===== config.mk =====
export PLATFORM = sky130hd
export DESIGN_NAME = imm_decode_stage
export DESIGN_NICKNAME = d
export VERILOG_FILES = /design/src/rtl/imm_pkg.sv /design/src/rtl/imm_decode_comb.sv /design/src/rtl/imm_decode_stage.sv
export SDC_FILE = /design/constraint.sdc
export NUM_CORES = 1
export LEC_CHECK = 0
export ABC_CLOCK_PERIOD_IN_PS = 5100
export CAP_MARGIN = 20
export CORE_UTILIZATION = 53
export DETAILED_ROUTE_END_ITERATION = 7
export PLACE_DENSITY_LB_ADDON = 0.25
export SETUP_SLACK_MARGIN = 0.05
export SLEW_MARGIN = 40
export SYNTH_ARGS = -nofsm -noshare
export SYNTH_HDL_FRONTEND = slang
export SYNTH_HIERARCHICAL = 1
export SYNTH_SLANG_ARGS = --single-unit

===== constraint.sdc =====
create_clock -name clk -period 5.1 [get_ports clk]
set_input_delay 0.51 -clock clk [delete_from_list [all_inputs] [get_ports clk]]
set_output_delay 0.51 -clock clk [all_outputs]
set_load 0.05 [all_outputs]

===== src/rtl/imm_pkg.sv =====
// imm_pkg: shared definitions for the immediate/format decode stage.
// Contents:
//   fmt_e     - instruction format code as presented on out_fmt.
//   OPC_*     - major opcodes (inst[6:0]) recognised by the decoder.
//   decoded_t - decode record with 64-bit fields. Users that run at
//               XLEN=32 keep only the low XLEN bits.
package imm_pkg;

  typedef enum logic [2:0] {
    FMT_R = 3'd0,
    FMT_I = 3'd1,
    FMT_S = 3'd2,
    FMT_B = 3'd3,
    FMT_U = 3'd4,
    FMT_J = 3'd5
  } fmt_e;

  localparam logic [6:0] OPC_LOAD      = 7'b0000011;
  localparam logic [6:0] OPC_MISC_MEM  = 7'b0001111;
  localparam logic [6:0] OPC_OP_IMM    = 7'b0010011;
  localparam logic [6:0] OPC_AUIPC     = 7'b0010111;
  localparam logic [6:0] OPC_OP_IMM_32 = 7'b0011011;
  localparam logic [6:0] OPC_STORE     = 7'b0100011;
  localparam logic [6:0] OPC_OP        = 7'b0110011;
  localparam logic [6:0] OPC_LUI       = 7'b0110111;
  localparam logic [6:0] OPC_OP_32     = 7'b0111011;
  localparam logic [6:0] OPC_BRANCH    = 7'b1100011;
  localparam logic [6:0] OPC_JALR      = 7'b1100111;
  localparam logic [6:0] OPC_JAL       = 7'b1101111;
  localparam logic [6:0] OPC_SYSTEM    = 7'b1110011;

  typedef struct packed {
    logic [63:0] imm;
    logic [63:0] target;
    fmt_e        fmt;
    logic        illegal;
  } decoded_t;

endpackage


===== src/rtl/imm_decode_comb.sv =====
// imm_decode_comb: purely combinational opcode -> format/immediate/illegal decoder.
// Ports:
//   inst    in  32    instruction word
//   imm     out XLEN  immediate, sign-extended to XLEN (0 for R and illegal)
//   fmt     out 3     instruction format (fmt_e)
//   illegal out 1     unsupported opcode or inst[1:0] != 2'b11
module imm_decode_comb
  import imm_pkg::*;
#(
  parameter int XLEN = 32
) (
  input  logic [31:0]     inst,
  output logic [XLEN-1:0] imm,
  output fmt_e            fmt,
  output logic            illegal
);

  // Classify the opcode; anything unrecognised becomes an illegal R-type.
  always_comb begin
    fmt     = FMT_R;
    illegal = 1'b0;
    if (inst[1:0] != 2'b11) begin
      illegal = 1'b1;
    end else begin
      case (inst[6:0])
        OPC_LOAD, OPC_OP_IMM, OPC_JALR, OPC_MISC_MEM, OPC_SYSTEM: fmt = FMT_I;
        OPC_STORE:          fmt = FMT_S;
        OPC_BRANCH:         fmt = FMT_B;
        OPC_LUI, OPC_AUIPC: fmt = FMT_U;
        OPC_JAL:            fmt = FMT_J;
        OPC_OP:             fmt = FMT_R;
        OPC_OP_IMM_32: begin
          if (XLEN == 64) begin
            fmt = FMT_I;
          end else begin
            illegal = 1'b1;
          end
        end
        OPC_OP_32: begin
          if (XLEN == 64) begin
            fmt = FMT_R;
          end else begin
            illegal = 1'b1;
          end
        end
        default: illegal = 1'b1;
      endcase
    end
  end

  // Assemble the immediate; the signed size cast sign-extends to XLEN.
  // An illegal instruction leaves fmt at FMT_R, so its immediate is 0.
  always_comb begin
    imm = {XLEN{1'b0}};
    case (fmt)
      FMT_I: imm = XLEN'($signed(inst[31:20]));
      FMT_S: imm = XLEN'($signed({inst[31:25], inst[11:7]}));
      FMT_B: imm = XLEN'($signed({inst[31], inst[7], inst[30:25], inst[11:8], 1'b0}));
      FMT_U: imm = XLEN'($signed({inst[31:12], 12'b0}));
      FMT_J: imm = XLEN'($signed({inst[31], inst[19:12], inst[20], inst[30:21], 1'b0}));
      default: imm = {XLEN{1'b0}};
    endcase
  end

endmodule


===== src/rtl/imm_decode_stage.sv =====
// imm_decode_stage: registered immediate/format decode stage. It sits behind a
// valid/ready handshake and precomputes the PC-relative target (pc + imm).
// Ports:
//   clk, rst               clock; synchronous active-high reset
//   in_valid/in_ready      upstream handshake
//   in_inst, in_pc         instruction word and its address
//   out_valid/out_ready    downstream handshake
//   out_imm                sign-extended immediate
//   out_fmt                format code (R=0 I=1 S=2 B=3 U=4 J=5)
//   out_target             in_pc + imm, mod 2^XLEN
//   out_illegal            unsupported opcode
// SKID=1 adds a second entry so that in_ready does not depend on out_ready.
// SKID=0 uses a single entry, and in_ready follows out_ready combinationally.
module imm_decode_stage
  import imm_pkg::*;
#(
  parameter int XLEN = 32,
  parameter bit SKID = 1'b1
) (
  input  logic            clk,
  input  logic            rst,
  input  logic            in_valid,
  output logic            in_ready,
  input  logic [31:0]     in_inst,
  input  logic [XLEN-1:0] in_pc,
  output logic            out_valid,
  input  logic            out_ready,
  output logic [XLEN-1:0] out_imm,
  output logic [2:0]      out_fmt,
  output logic [XLEN-1:0] out_target,
  output logic            out_illegal
);

  logic [XLEN-1:0] dec_imm_s;
  logic [XLEN-1:0] dec_target_s;
  fmt_e            dec_fmt_s;
  logic            dec_ill_s;
  logic            in_fire_s;
  logic            out_fire_s;

  logic            main_valid_r;
  logic [XLEN-1:0] main_imm_r;
  logic [XLEN-1:0] main_target_r;
  fmt_e            main_fmt_r;
  logic            main_ill_r;

  logic            skid_valid_r;
  logic [XLEN-1:0] skid_imm_r;
  logic [XLEN-1:0] skid_target_r;
  fmt_e            skid_fmt_r;
  logic            skid_ill_r;

  imm_decode_comb #(.XLEN(XLEN)) u_dec (
    .inst    (in_inst),
    .imm     (dec_imm_s),
    .fmt     (dec_fmt_s),
    .illegal (dec_ill_s)
  );

  // An illegal instruction has imm = 0, so its target is the pc.
  assign dec_target_s = in_pc + dec_imm_s;

  // Ready logic. The rst term holds in_ready low while reset is applied and
  // lets it rise in the first cycle after rst drops.
  always_comb begin
    in_ready = 1'b0;
    if (SKID) begin
      in_ready = !rst && !skid_valid_r;
    end else begin
      in_ready = !rst && (!main_valid_r || out_ready);
    end
  end

  assign in_fire_s  = in_valid && in_ready;
  assign out_fire_s = main_valid_r && out_ready;

  // Storage entries. Data registers load only on a transfer, so an idle
  // input bus never reaches them.
  always_ff @(posedge clk) begin
    if (rst) begin
      main_valid_r  <= 1'b0;
      main_imm_r    <= {XLEN{1'b0}};
      main_target_r <= {XLEN{1'b0}};
      main_fmt_r    <= FMT_R;
      main_ill_r    <= 1'b0;
      skid_valid_r  <= 1'b0;
      skid_imm_r    <= {XLEN{1'b0}};
      skid_target_r <= {XLEN{1'b0}};
      skid_fmt_r    <= FMT_R;
      skid_ill_r    <= 1'b0;
    end else if (SKID) begin
      if (!main_valid_r || out_fire_s) begin
        // The main entry is free or draining. The older skid entry has
        // priority; in_fire cannot occur while the skid entry is full.
        if (skid_valid_r) begin
          main_valid_r  <= 1'b1;
          main_imm_r    <= skid_imm_r;
          main_target_r <= skid_target_r;
          main_fmt_r    <= skid_fmt_r;
          main_ill_r    <= skid_ill_r;
          skid_valid_r  <= 1'b0;
        end else if (in_fire_s) begin
          main_valid_r  <= 1'b1;
          main_imm_r    <= dec_imm_s;
          main_target_r <= dec_target_s;
          main_fmt_r    <= dec_fmt_s;
          main_ill_r    <= dec_ill_s;
        end else begin
          main_valid_r  <= 1'b0;
        end
      end else if (in_fire_s) begin
        // The output is stalled, so park the new instruction in the skid entry.
        skid_valid_r  <= 1'b1;
        skid_imm_r    <= dec_imm_s;
        skid_target_r <= dec_target_s;
        skid_fmt_r    <= dec_fmt_s;
        skid_ill_r    <= dec_ill_s;
      end
    end else begin
      if (in_fire_s) begin
        main_valid_r  <= 1'b1;
        main_imm_r    <= dec_imm_s;
        main_target_r <= dec_target_s;
        main_fmt_r    <= dec_fmt_s;
        main_ill_r    <= dec_ill_s;
      end else if (out_fire_s) begin
        main_valid_r  <= 1'b0;
      end
    end
  end

  assign out_valid   = main_valid_r;
  assign out_imm     = main_imm_r;
  assign out_target  = main_target_r;
  assign out_fmt     = main_fmt_r;
  assign out_illegal = main_ill_r;

endmodule


==> flow_metrics.env, run 1 <==
export IMPL_status="finished clean"
export IMPL_wl_met1_mm=9.53
export IMPL_fillCellCount=1166
export IMPL_ff2ff_path_depth=5
export IMPL_p_per_area_nw_per_um2=306
export IMPL_synth_async_reset_ratio_pct=0
export IMPL_grt_pass1_wl_mm=33.3
export IMPL_nets=1157
export IMPL_fin_crit_sh_pct=85.7
export IMPL_drive_gt1_share_pct=6.74
export IMPL_syn_nets=1052
export IMPL_synth_area_leader_cell="dfxtp_1"
export IMPL_wl_met2_mm=9.92
export IMPL_clkSinkCount=138
export IMPL_core_um2=13900
export IMPL_grt_use_total_pct=29.1
export IMPL_yosys_cell_types_count=67
export IMPL_setup_viol=0
export IMPL_clk_path_buf_depth=2
export IMPL_tightest_slew_ns=0.815
export IMPL_critPathMaxFanout=7
export IMPL_synth_warnings=6
export IMPL_slew_headroom_pct=45.1
export IMPL_antenna_found_initial=0
export IMPL_pwr_share_clk_pct=40.8
export IMPL_syn2layout_area_growth_pct=26.5
export IMPL_globalRouteOverflowTotal=0
export IMPL_post_drt_wl_per_cell_um=16.8
export IMPL_root_buffer="clkbuf_16"
export IMPL_path_buf_inv=1
export IMPL_hold_buffers=0
export IMPL_pin_count=138
export IMPL_port_buffers=137
export IMPL_synth_edff_count=0
export IMPL_whs_ns=0.452
export IMPL_cp_data_arrival_time_ns=4.70
export IMPL_grt_start_max_net_pins=71
export IMPL_fin_crit_ns=4.37
export IMPL_grt_pass1_vias=6611
export IMPL_cp_num_cells=16
export IMPL_stdcell_area_um2=9610
export IMPL_dp_slack_ns=0.346
export IMPL_yosysMostFrequentCell="nand2_1"
export IMPL_startpoint_type="primary input"
export IMPL_crit_chain="clkdlybuf4s50_1, nor2_1, or4b_2, o311ai_0, a32o_1, ha_1, fa_1, a21oi_1, o22ai_1, nand4_1, o211ai_2, a21oi_4, o21ai_0, xor2_1, mux2i_1, a211oi_1"
export IMPL_tns_ns=0
export IMPL_place_area_um2=9040
export IMPL_p_leak_nw=3.41
export IMPL_synthTopCellsByCount="nand2_1, dfxtp_1, nor2_1, a21oi_1, a211oi_1"
export IMPL_fp_dieH_um=122
export IMPL_worstSetupPathType="in2reg"
export IMPL_swShare_pct=29.3
export IMPL_ys_ff_latch=138
export IMPL_ys_flop_type="dfxtp_1"
export IMPL_drv_slew=0
export IMPL_drt_iter0_drc=630
export IMPL_post_cts_buffers=0
export IMPL_wl_met3_mm=1.17
export IMPL_crit_path_end_kind="flop"
export IMPL_synthTopCellsByArea="dfxtp_1, nand2_1, mux2i_1"
export IMPL_start_util_pct=54.5
export IMPL_hold_class="reg2reg"
export IMPL_cts_resized=0
export IMPL_routed_wl_mm=21.0
export IMPL_combPwrFrac_pct=19.9
export IMPL_n_antenna_cell=0
export IMPL_core_rowCount=43
export IMPL_cts_buffers=17
export IMPL_postSynthCellCount=952
export IMPL_cap_violations=0
export IMPL_fin_skew_ns=0.00942
export IMPL_avgSynthCellArea_um2=7.98
export IMPL_dp_final_hpwl_mm=15.0
export IMPL_rrSetupSlack_ns=2.92
export IMPL_yosysTopAreaCellShare_pct=36.4
export IMPL_max_stage_delay_ns=0.60
export IMPL_hold_violations=0
export IMPL_p_seq_share_pct=39.3
export IMPL_dieArea_um2=14800
export IMPL_peakVddDrop_mv=0.250
export IMPL_cts_tree="done"
export IMPL_drc=0
export IMPL_top_layer_used="met4"
export IMPL_ctsHtreeMaxLevel=4
export IMPL_hold_path_depth=2
export IMPL_drt_vias_per_instance=5.75
export IMPL_ant_nets=0
export IMPL_grt_setup_unrepaired="no"
export IMPL_slowest_stage="or4b_2"
export IMPL_p_sw_mw=0.860
export IMPL_drt_first_pass_iters=5
export IMPL_num_vias=7179
export IMPL_clk_latency_ns=0.42
export IMPL_p_int_mw=2.08
export IMPL_die_x_um=122
export IMPL_fmax_mhz=229
export IMPL_yosysSeqAreaShare_pct=36.4
export IMPL_path_clk_slew_ns=0.06
export IMPL_syn_area_um2=7590
export IMPL_setup_slack_ns=0.731
export IMPL_required_ns=5.43
export IMPL_crit_family="compound AO/OA/AOI/OAI gates"
export IMPL_gp_congestion=0.928
[cell families after synthesis]
group                      Yosys count  synth area share, %
DFF                                138                 36.4
and+or+nand+nor                    343                 19.6
adders and majority gates           32                 5.37
xor gates and xnor gates            28                 3.23
muxes                               54                 7.12
AOI/OAI and AO/OA                  282                 24.1
buffers and inverters               75                 4.28
[registers in the layout (all words and copies together) (netlist names)]
| register | flops |
|---|---|
| out_fmt | 3 |
| out_imm | 32 |
| out_valid | 1 |
| skid_ill_r | 1 |
| skid_imm_r | 32 |
| out_illegal | 1 |
| out_target | 32 |
| skid_target_r | 32 |
| skid_fmt_r | 3 |
| skid_valid_r | 1 |
[worst min-delay path, delay by kind of cell, from the launching register on]
family          cells  cell delay, ns
simple gates        1            0.05
compound gates      1            0.05
flops               1            0.31
[stage by stage]
stage	utilization, %	instances	power, mW
2_1_floorplan	-	952	1.55
3_3_place_gp	64.7	1217	1.75
3_5_place_dp	64.9	1218	1.76
4_1_cts	68.9	1249	2.94
5_1_grt	68.9	1249	3.04
6_report	68.9	1249	2.94
[power by group through the flow]
stage | Clock, mW | Sequential, mW | Combinational (mW)
global route | 1.26 | 1.16 | 0.625
detailed placement | 0 | 1.18 | 0.579
global placement | 0 | 1.18 | 0.575
CTS | 1.21 | 1.15 | 0.583
floorplan | 0 | 1.31 | 0.238
finish | 1.20 | 1.15 | 0.584
[final cells by class]
class | count | area (um^2) | share of cell area (%)
Inverter | 13 | 53.8 | 0.560
Clock buffer | 25 | 507 | 5.28
Multi-Input combinational cell | 739 | 4530 | 47.1
Sequential cell | 138 | 2770 | 28.8
Tap cell | 180 | 225 | 2.34
Timing Repair Buffer | 148 | 1460 | 15.2
Clock inverter | 6 | 61.3 | 0.638
[worst paths after layout]
kind | startpoint | to
hold reg to reg | skid_imm_r[12] | skid_imm_r[12]
setup / recovery | in_inst[5] | out_target[26]
setup reg to reg | skid_valid_r | skid_target_r[24]
hold / removal | skid_imm_r[12] | skid_imm_r[12]
[routing by layer]
metal	vias to the layer above	track usage [%]
li1	3583	-
met1	3300	38.7
met4	0	9.03
met5	-	0
met3	36	5.57
met2	260	47.6
[placed cells by master, fill, tap and decap left out, types with 7 or more instances in the layout]
master,Yosys,layout
inv_1,12,12
a211oi_1,64,64
nand2_1,168,168
o21bai_1,7,7
ha_1,31,31
nor2_1,106,106
o211ai_1,10,10
nand3_1,12,11
o21ai_2,10,10
o21ai_0,44,44
nor2b_1,7,7
nand2b_1,7,7
xnor2_1,18,18
clkdlybuf4s50_1,0,136
buf_4,2,11
a21o_1,11,11
dfxtp_1,138,137
xor2_1,10,10
clkbuf_16,0,18
a21oi_1,97,97
mux2i_1,54,54
Power figures use the tool's default switching activity.
==> run 2, diff against run 1 <==
--- a/config.mk
+++ b/config.mk
@@ -7,7 +7,8 @@
 export LEC_CHECK = 0
 export ABC_CLOCK_PERIOD_IN_PS = 5100
 export CAP_MARGIN = 20
-export CORE_UTILIZATION = 53
+export CORE_UTILIZATION = 55
+export CTS_BUF_LIST = sky130_fd_sc_hd__clkbuf_4
 export DETAILED_ROUTE_END_ITERATION = 7
 export PLACE_DENSITY_LB_ADDON = 0.25
 export SETUP_SLACK_MARGIN = 0.05
==> flow_metrics.env, run 2 (synthesis results as in run 1) <==
export IMPL_peakVddDrop_mv=0.157
export IMPL_grt_start_max_net_pins=88
export IMPL_cap_violations=0
export IMPL_dieArea_um2=14300
export IMPL_whs_ns=0.414
export IMPL_drt_vias_per_instance=5.74
export IMPL_drc=0
export IMPL_antenna_found_initial=1
export IMPL_ctsHtreeMaxLevel=4
export IMPL_ant_nets=0
export IMPL_cp_data_arrival_time_ns=4.61
export IMPL_globalRouteOverflowTotal=0
export IMPL_max_stage_delay_ns=0.65
export IMPL_setup_viol=0
export IMPL_die_x_um=120
export IMPL_fmax_mhz=239
export IMPL_pin_count=138
export IMPL_p_leak_nw=3.28
export IMPL_cts_tree="done"
export IMPL_tns_ns=0
export IMPL_critPathMaxFanout=11
export IMPL_fin_crit_sh_pct=82.2
export IMPL_fin_cells=1247
export IMPL_slew_headroom_pct=42.7
export IMPL_syn2layout_area_growth_pct=22.4
export IMPL_routed_wl_mm=20.3
export IMPL_hold_violations=0
export IMPL_finish_utilization_pct=69.6
export IMPL_root_buffer="clkbuf_4"
export IMPL_drt_first_pass_iters=5
export IMPL_core_rowCount=42
export IMPL_start_util_pct=56.9
export IMPL_fin_crit_ns=4.19
export IMPL_rrSetupSlack_ns=2.67
export IMPL_cts_buffers=17
export IMPL_setup_slack_ns=0.908
export IMPL_post_drt_wl_per_cell_um=16.3
export IMPL_grt_pass1_wl_mm=31.9
export IMPL_final_cell_mix="nand2_1, dfxtp_1, clkdlybuf4s50_1"
export IMPL_startpoint_type="primary input"
export IMPL_slowest_stage="clkdlybuf4s50_1"
export IMPL_grt_setup_unrepaired="no"
export IMPL_post_cts_buffers=0
export IMPL_dp_slack_ns=0.400
export IMPL_clk_latency_ns=0.57
export IMPL_nets=1158
export IMPL_dp_final_hpwl_mm=14.6
export IMPL_clkSinkCount=138
export IMPL_drt_iter0_drc=582
export IMPL_status="finished clean"
export IMPL_p_per_area_nw_per_um2=262
export IMPL_crit_family="compound AO/OA/AOI/OAI gates"
export IMPL_gp_congestion=0.931
export IMPL_tightest_slew_ns=0.859
export IMPL_drive_gt1_share_pct=6.82
export IMPL_fp_dieH_um=120
export IMPL_clk_path_buf_depth=2
export IMPL_required_ns=5.52
export IMPL_core_um2=13300
export IMPL_cts_resized=0
export IMPL_final_common_cell="nand2_1"
export IMPL_place_inst=1214
export IMPL_crit_chain="clkdlybuf4s50_1, nor3b_1, nand2_1, o21a_1, o21ai_0, ha_1, and2_1, a221oi_1, o22ai_1, a21oi_4, nor3_2, a2111oi_2, xor2_1, a211oi_1"
export IMPL_hold_class="in2reg"
export IMPL_crit_path_end_kind="flop"
export IMPL_hold_buffers=0
export IMPL_grt_use_total_pct=28.5
export IMPL_port_buffers=137
export IMPL_num_vias=7156
export IMPL_drv_slew=0
export IMPL_worstSetupPathType="in2reg"
export IMPL_path_clk_slew_ns=0.11
export IMPL_grt_pass1_vias=6236
export IMPL_fin_skew_ns=0.0163
export IMPL_path_buf_inv=1
## run 2: cell types whose count changed in the layout (fill, tap and decap cells not counted), sizes merged
| cell | previous run | this run |
|---|---|---|
| clkbuf | 25 | 21 |
| clkinv | 5 | 7 |
| inv | 12 | 14 |
| buf | 12 | 13 |
| bufinv | 1 | 2 |
| clkinvlp | 1 | 0 |
| diode | 0 | 1 |
## run 2: final timing paths
check               startpoint           endpoint  cells after the start
max                 in_inst[3]     out_target[28]                     14
min                        rst  skid_target_r[30]                      2
max reg2reg       skid_valid_r   skid_target_r[5]                      6
min reg2reg  skid_target_r[21]  skid_target_r[21]                      2
## run 2: area by class of cell
cell class | count | area [um^2]
Antenna cell | 1 | 2.50
Clock buffer | 21 | 158
Clock inverter | 10 | 100
Fill cell | 1140 | 4060
Inverter | 13 | 53.8
Multi-Input combinational cell | 739 | 4520
Sequential cell | 138 | 2770
Tap cell | 176 | 220
Timing Repair Buffer | 149 | 1470
## run 2: power breakdown
group / leakage, nW / switching, mW / total, mW / internal, mW
Sequential: 1.13 / 0.0273 / 1.15 / 1.12
Clock: 0.148 / 0.393 / 0.697 / 0.303
Combinational: 2.01 / 0.367 / 0.584 / 0.217
## run 2: stage by stage
stage | power [mW] | area (um^2)
2_1_floorplan | 1.55 | 7590
3_3_place_gp | 1.75 | 9010
3_5_place_dp | 1.75 | 9010
4_1_cts | 2.43 | 9270
5_1_grt | 2.54 | 9290
6_report | 2.43 | 9290
## run 2: per-layer routing
layer | global-route usage (%) | vias to the layer above | part of all wire, %
met5 | 0 | - | 0
met3 | 5.94 | 32 | 6.4
li1 | - | 3575 | -
met4 | 8.36 | 0 | 1.9
met2 | 44.8 | 251 | 46
met1 | 39.2 | 3298 | 46
==> RTL change 1: new RTL, flow settings as in run 1 <==
`XLEN` is set to 32 in 2 places; all go to 64. Comments in the files are not updated.
--- a/src/rtl/imm_decode_comb.sv
+++ b/src/rtl/imm_decode_comb.sv
@@ -7,7 +7,7 @@
 module imm_decode_comb
   import imm_pkg::*;
 #(
-  parameter int XLEN = 32
+  parameter int XLEN = 64
 ) (
   input  logic [31:0]     inst,
   output logic [XLEN-1:0] imm,
--- a/src/rtl/imm_decode_stage.sv
+++ b/src/rtl/imm_decode_stage.sv
@@ -14,7 +14,7 @@
 module imm_decode_stage
   import imm_pkg::*;
 #(
-  parameter int XLEN = 32,
+  parameter int XLEN = 64,
   parameter bit SKID = 1'b1
 ) (
   input  logic            clk,
Interface: changed (resized in_pc, out_imm and out_target); port bits go from 138 to 234. No check against the original RTL was run, so the function may have changed too.
==> RTL change 1 against run 1 <==
- critical path depth is 1 lower
- wire length is 130% higher
- sequential cell count is 128 higher
- worst setup slack worse by 270 ps
- register-to-register slack worse by 660 ps
- largest power group is now registers
- area after synthesis is 110% higher
- total power is 85% higher
- design area is 100% higher
- worst hold slack better by 0.75 ps
==> RTL change 1: results (changes against run 1) <==
metric,value,unit,change
Buffers on Ports,233,,+70%
WL met1,22100,um,+130%
Total Routing Usage GR,30.9,%,+1.8 points
Reg2Reg Setup Slack,2260,ps,-660 ps
Placer Congestion,0.949,,+2.3%
commonest cells in the netlist,"nand2_1 (351), dfxtp_1 (266), a21oi_1 (230), nor2_1 (207), a211oi_1 (108)",,
clock skew,14.9,ps,+5.44 ps
vias in the first global route,14200,,+110%
H-tree levels,1,,-3
Mapped Nets,2177,,+110%
largest net degree at the start of global routing,93,,+31%
Worst R2R End,skid_imm_r[12],,
"Period Utilization, post-route",91.0,%,+5.3 points
nets@finish,2345,,+100%
Max IR drop VDD,0.000260,V,+4.2%
layout cells sized above 1,8.74,%,+2.0 points
worst relative slew slack,47.1,%,+2.0 points
Worst Path Arrival,5070,ps,+370 ps
synth top area cells,"dfxtp_1 (34%), nand2_1 (8.4%), a21oi_1 (7.3%), mux2i_1 (5.9%), a211oi_1 (5.2%)",,
critical path's slowest cell,nor3b_2,,
CP Max Fanout,11,,+4
layout filler cell count,2476,,+110%
post-synth cell types,96,,+43%
Max Root-Sink Buffers,3,,+1
run status,completed,,
CP Capture Point,out_target[40],,
placed cell area,18300,um^2,+100%
Hold Crit Class,flip-flop to flip-flop,,
CP Launch Point,in_inst[3],,
vias per std cell,5.91,,+2.9%
sequential element share of the synthesized area,33.9,%,-2.4 points
cts bufs inserted,29,,+12
Critical Path Max Stage Delay,710,ps,+110 ps
Iteration-0 DRC Markers,1248,,+98%
Clock Latency Late Sink,560,ps,+140 ps
Place WS,8.18,ps,-338 ps
-- RTL change 1: final cells by class --
class | instances | area share [%]
clock buffers | 38 | 4.22
clock inverters | 8 | 0.280
inverters | 24 | 0.469
multi-input cells | 1548 | 49.4
flip-flops and latches | 266 | 27.8
well taps | 384 | 2.50
repair buffers | 312 | 15.4
-- RTL change 1: stage by stage --
stage	cells	hold slack, ps
after global placement	2534	438
final	2580	453
after CTS	2580	452
after floorplan	2013	426
after detailed placement	2534	446
after global routing	2580	466
-- RTL change 1: metal layers --
metal	vias up	global-route usage, %
met3	71	3.59
li1	7483	-
met4	0	8.11
met2	541	50.2
met1	7165	43.4
met5	-	0
-- RTL change 1: worst min path at each step --
stage / start / to / slack [ps]
after floorplan: skid_target_r[55] / skid_target_r[55] / 430
after global placement: skid_target_r[57] / skid_target_r[57] / 440
after detailed placement: skid_target_r[29] / skid_target_r[29] / 450
after CTS: rst / skid_target_r[3] / 450
after global routing: skid_target_r[29] / skid_target_r[29] / 470
final: skid_imm_r[7] / skid_imm_r[7] / 450
-- RTL change 1: logic make-up after synthesis --
logic type / Yosys count / share of synthesized area (%)
buffers and inverters: 199 / 5.85
AND/OR/NAND/NOR: 738 / 20.6
XOR/XNOR: 55 / 3.07
flip-flops: 266 / 33.9
AO/OA/AOI/OAI: 599 / 25.5
multiplexers: 92 / 5.87
adder cells (fa/ha/maj): 64 / 5.15
-- RTL change 1: critical path, delay by kind of cell --
family | cells | cell delay (ps)
buffers and inverters | 1 | 520
adders and majority gates | 1 | 320
xor gates and xnor gates | 1 | 160
AOI/OAI and AO/OA | 8 | 2000
and+or+nand+nor | 4 | 1570
-- RTL change 1: where the power goes --
group          total (mW)  switching (mW)  internal [mW]
clock network        1.96           0.859           1.10
registers            2.23          0.0594           2.17
logic                1.25           0.799          0.448
total                5.44            1.72           3.72
==> RTL change 2: new RTL, settings of run 1 <==
Without the edit above. Make the reset (`rst`) asynchronous in one clocked block. Comments in the files are not updated.
--- a/src/rtl/imm_decode_stage.sv
+++ b/src/rtl/imm_decode_stage.sv
@@ -76,7 +76,7 @@
 
   // Storage entries. Data registers load only on a transfer, so an idle
   // input bus never reaches them.
-  always_ff @(posedge clk) begin
+  always_ff @(posedge clk or posedge rst) begin
     if (rst) begin
       main_valid_r  <= 1'b0;
       main_imm_r    <= {XLEN{1'b0}};
Formal check against the unedited RTL: differs if rst is asserted again (counterexample within 4 cycles, from zero or initial values and one cycle with rst high); with rst held inactive, the same outputs for 4 cycles.
==> RTL change 2 against run 1 <==
- via count fell by 9.1%
- combinational power rose by 56%
- worst setup slack got worse by 310 ps
- sequential share of layout area rose by 6.0 points
- total power rose by 19%
- cell count fell by 11%
- design area rose by 3.5%
- area after synthesis rose by 3.0%
- sequential cell count did not move
- wire length fell by 4.4%
- critical path type unchanged
- critical endpoint is now out_target[26]
- largest cell class unchanged
==> RTL change 2: results (changes against run 1) <==
metric,value,unit,change
placed cell area,9350,um^2,+3.4%
Worst R2R End,out_target[17],,
HPWL Detailed,14800,um,-1.7%
RR Startpoint,skid_valid_r,,
hold_sp,skid_target_r[17],,
WHS Path Cells,2,,unchanged
Clock Latency Late Sink,420,ps,about the same
via count,6523,,-9.1%
Worst Path Arrival,4950,ps,+250 ps
Placer Congestion,0.962,,+3.7%
Mapped Nets,896,,-15%
Worst-Margin Slew,722,ps,-93.2 ps
first-pass GRT wire length,31300,um,-6.1%
sw frac,32.3,%,+3.0 points
Synth Instances,796,,-16%
post-synth cell types,66,,-1.5%
Clock power frac,35.0,%,-5.8 points
Reg2Reg Setup Slack,2510,ps,-410 ps
Async SR Flop Fraction,100,%,+100 points
Pleak,4.37,nW,+28%
sequential element share of the synthesized area,44.1,%,+7.8 points
layout cells sized above 1,13.0,%,+6.3 points
nets@finish,1017,,-12%
Max IR drop VDD,0.000219,V,-12%
vias per std cell,5.86,,+2.0%
largest net degree at the start of global routing,79,,+11%
Synth Flop Type,dfrtp_1,,
CP Max Fanout,11,,+4
clock skew,4.51,ps,-4.91 ps
placed cell count,1082,,-11%
Iteration-0 DRC Markers,410,,-35%
wire length per cell,18.1,um,+7.3%
Hold Crit Endpoint,skid_target_r[17],,
run status,completed,,
Seq. pwr,1.36,mW,+18%
commonest cells in the netlist,"dfrtp_1 (138), nand2_1 (128), o21ai_0 (102), mux2_2 (52), mux2i_1 (52)",,
vias in the first global route,6156,,-6.9%
Total Routing Usage GR,27.3,%,-1.8 points
synth top area cells,"dfrtp_1 (44%), mux2_2 (7.5%), mux2i_1 (6.7%), o21ai_0 (6.5%), nand2_1 (6.1%)",,
## RTL change 2: cell type report
type                    count  area (um^2)
fillers                  1127         4540
multi-input cells         607         4160
flip-flops and latches    138         3460
repair buffers            146         1480
clock buffers              21          470
well taps                 184          230
clock inverters            10          118
inverters                   7         35.0
## RTL change 2: metal layers
metal / wire length (um) / track usage (%)
met1: 9110 / 36.8
met2: 9630 / 44.0
met3: 1070 / 5.63
met4: 299 / 8.51
met5: 0 / 0
## RTL change 2: metrics by stage
| stage | hold slack [ps] | util, % | worst slack (ps) |
|---|---|---|---|
| after floorplan | 442 | - | 751 |
| after global routing | 495 | 68.7 | 203 |
| after global placement | 459 | 64.2 | 303 |
| after CTS | 477 | 68.6 | 559 |
| final | 475 | 68.7 | 426 |
| after detailed placement | 464 | 64.5 | 146 |
## RTL change 2: worst max-delay path by stage
stage | from | end | cells after the start
final | in_inst[3] | out_target[26] | 15
after detailed placement | in_inst[3] | out_target[26] | 15
after global placement | in_inst[4] | out_target[26] | 16
after floorplan | rst | out_imm[0] | 9
after CTS | in_inst[3] | out_target[26] | 15
after global routing | in_inst[3] | out_target[26] | 15
## RTL change 2: cell families (layout without fill, tap and decap cells)
logic type,after synthesis,in the layout,synth area share [%]
AOI/OAI and AO/OA,223,223,17.3
and+or+nand+nor,216,216,12.7
DFF,138,138,44.1
muxes,104,104,14.1
buffers and inverters,51,184,2.93
adders and majority gates,32,32,5.21
xor gates and xnor gates,32,32,3.58
## RTL change 2: worst max-delay path, stage by stage
cell,delay [ps]
clkdlybuf4s50_1,690
nor3b_1,440
nand2_1,160
o21a_1,230
o21ai_0,410
ha_1,390
and2_1,220
a221o_1,360
a31oi_1,180
o21ai_1,150
a31oi_1,260
o21ai_1,180
a221oi_1,390
xor2_1,270
o31ai_1,100
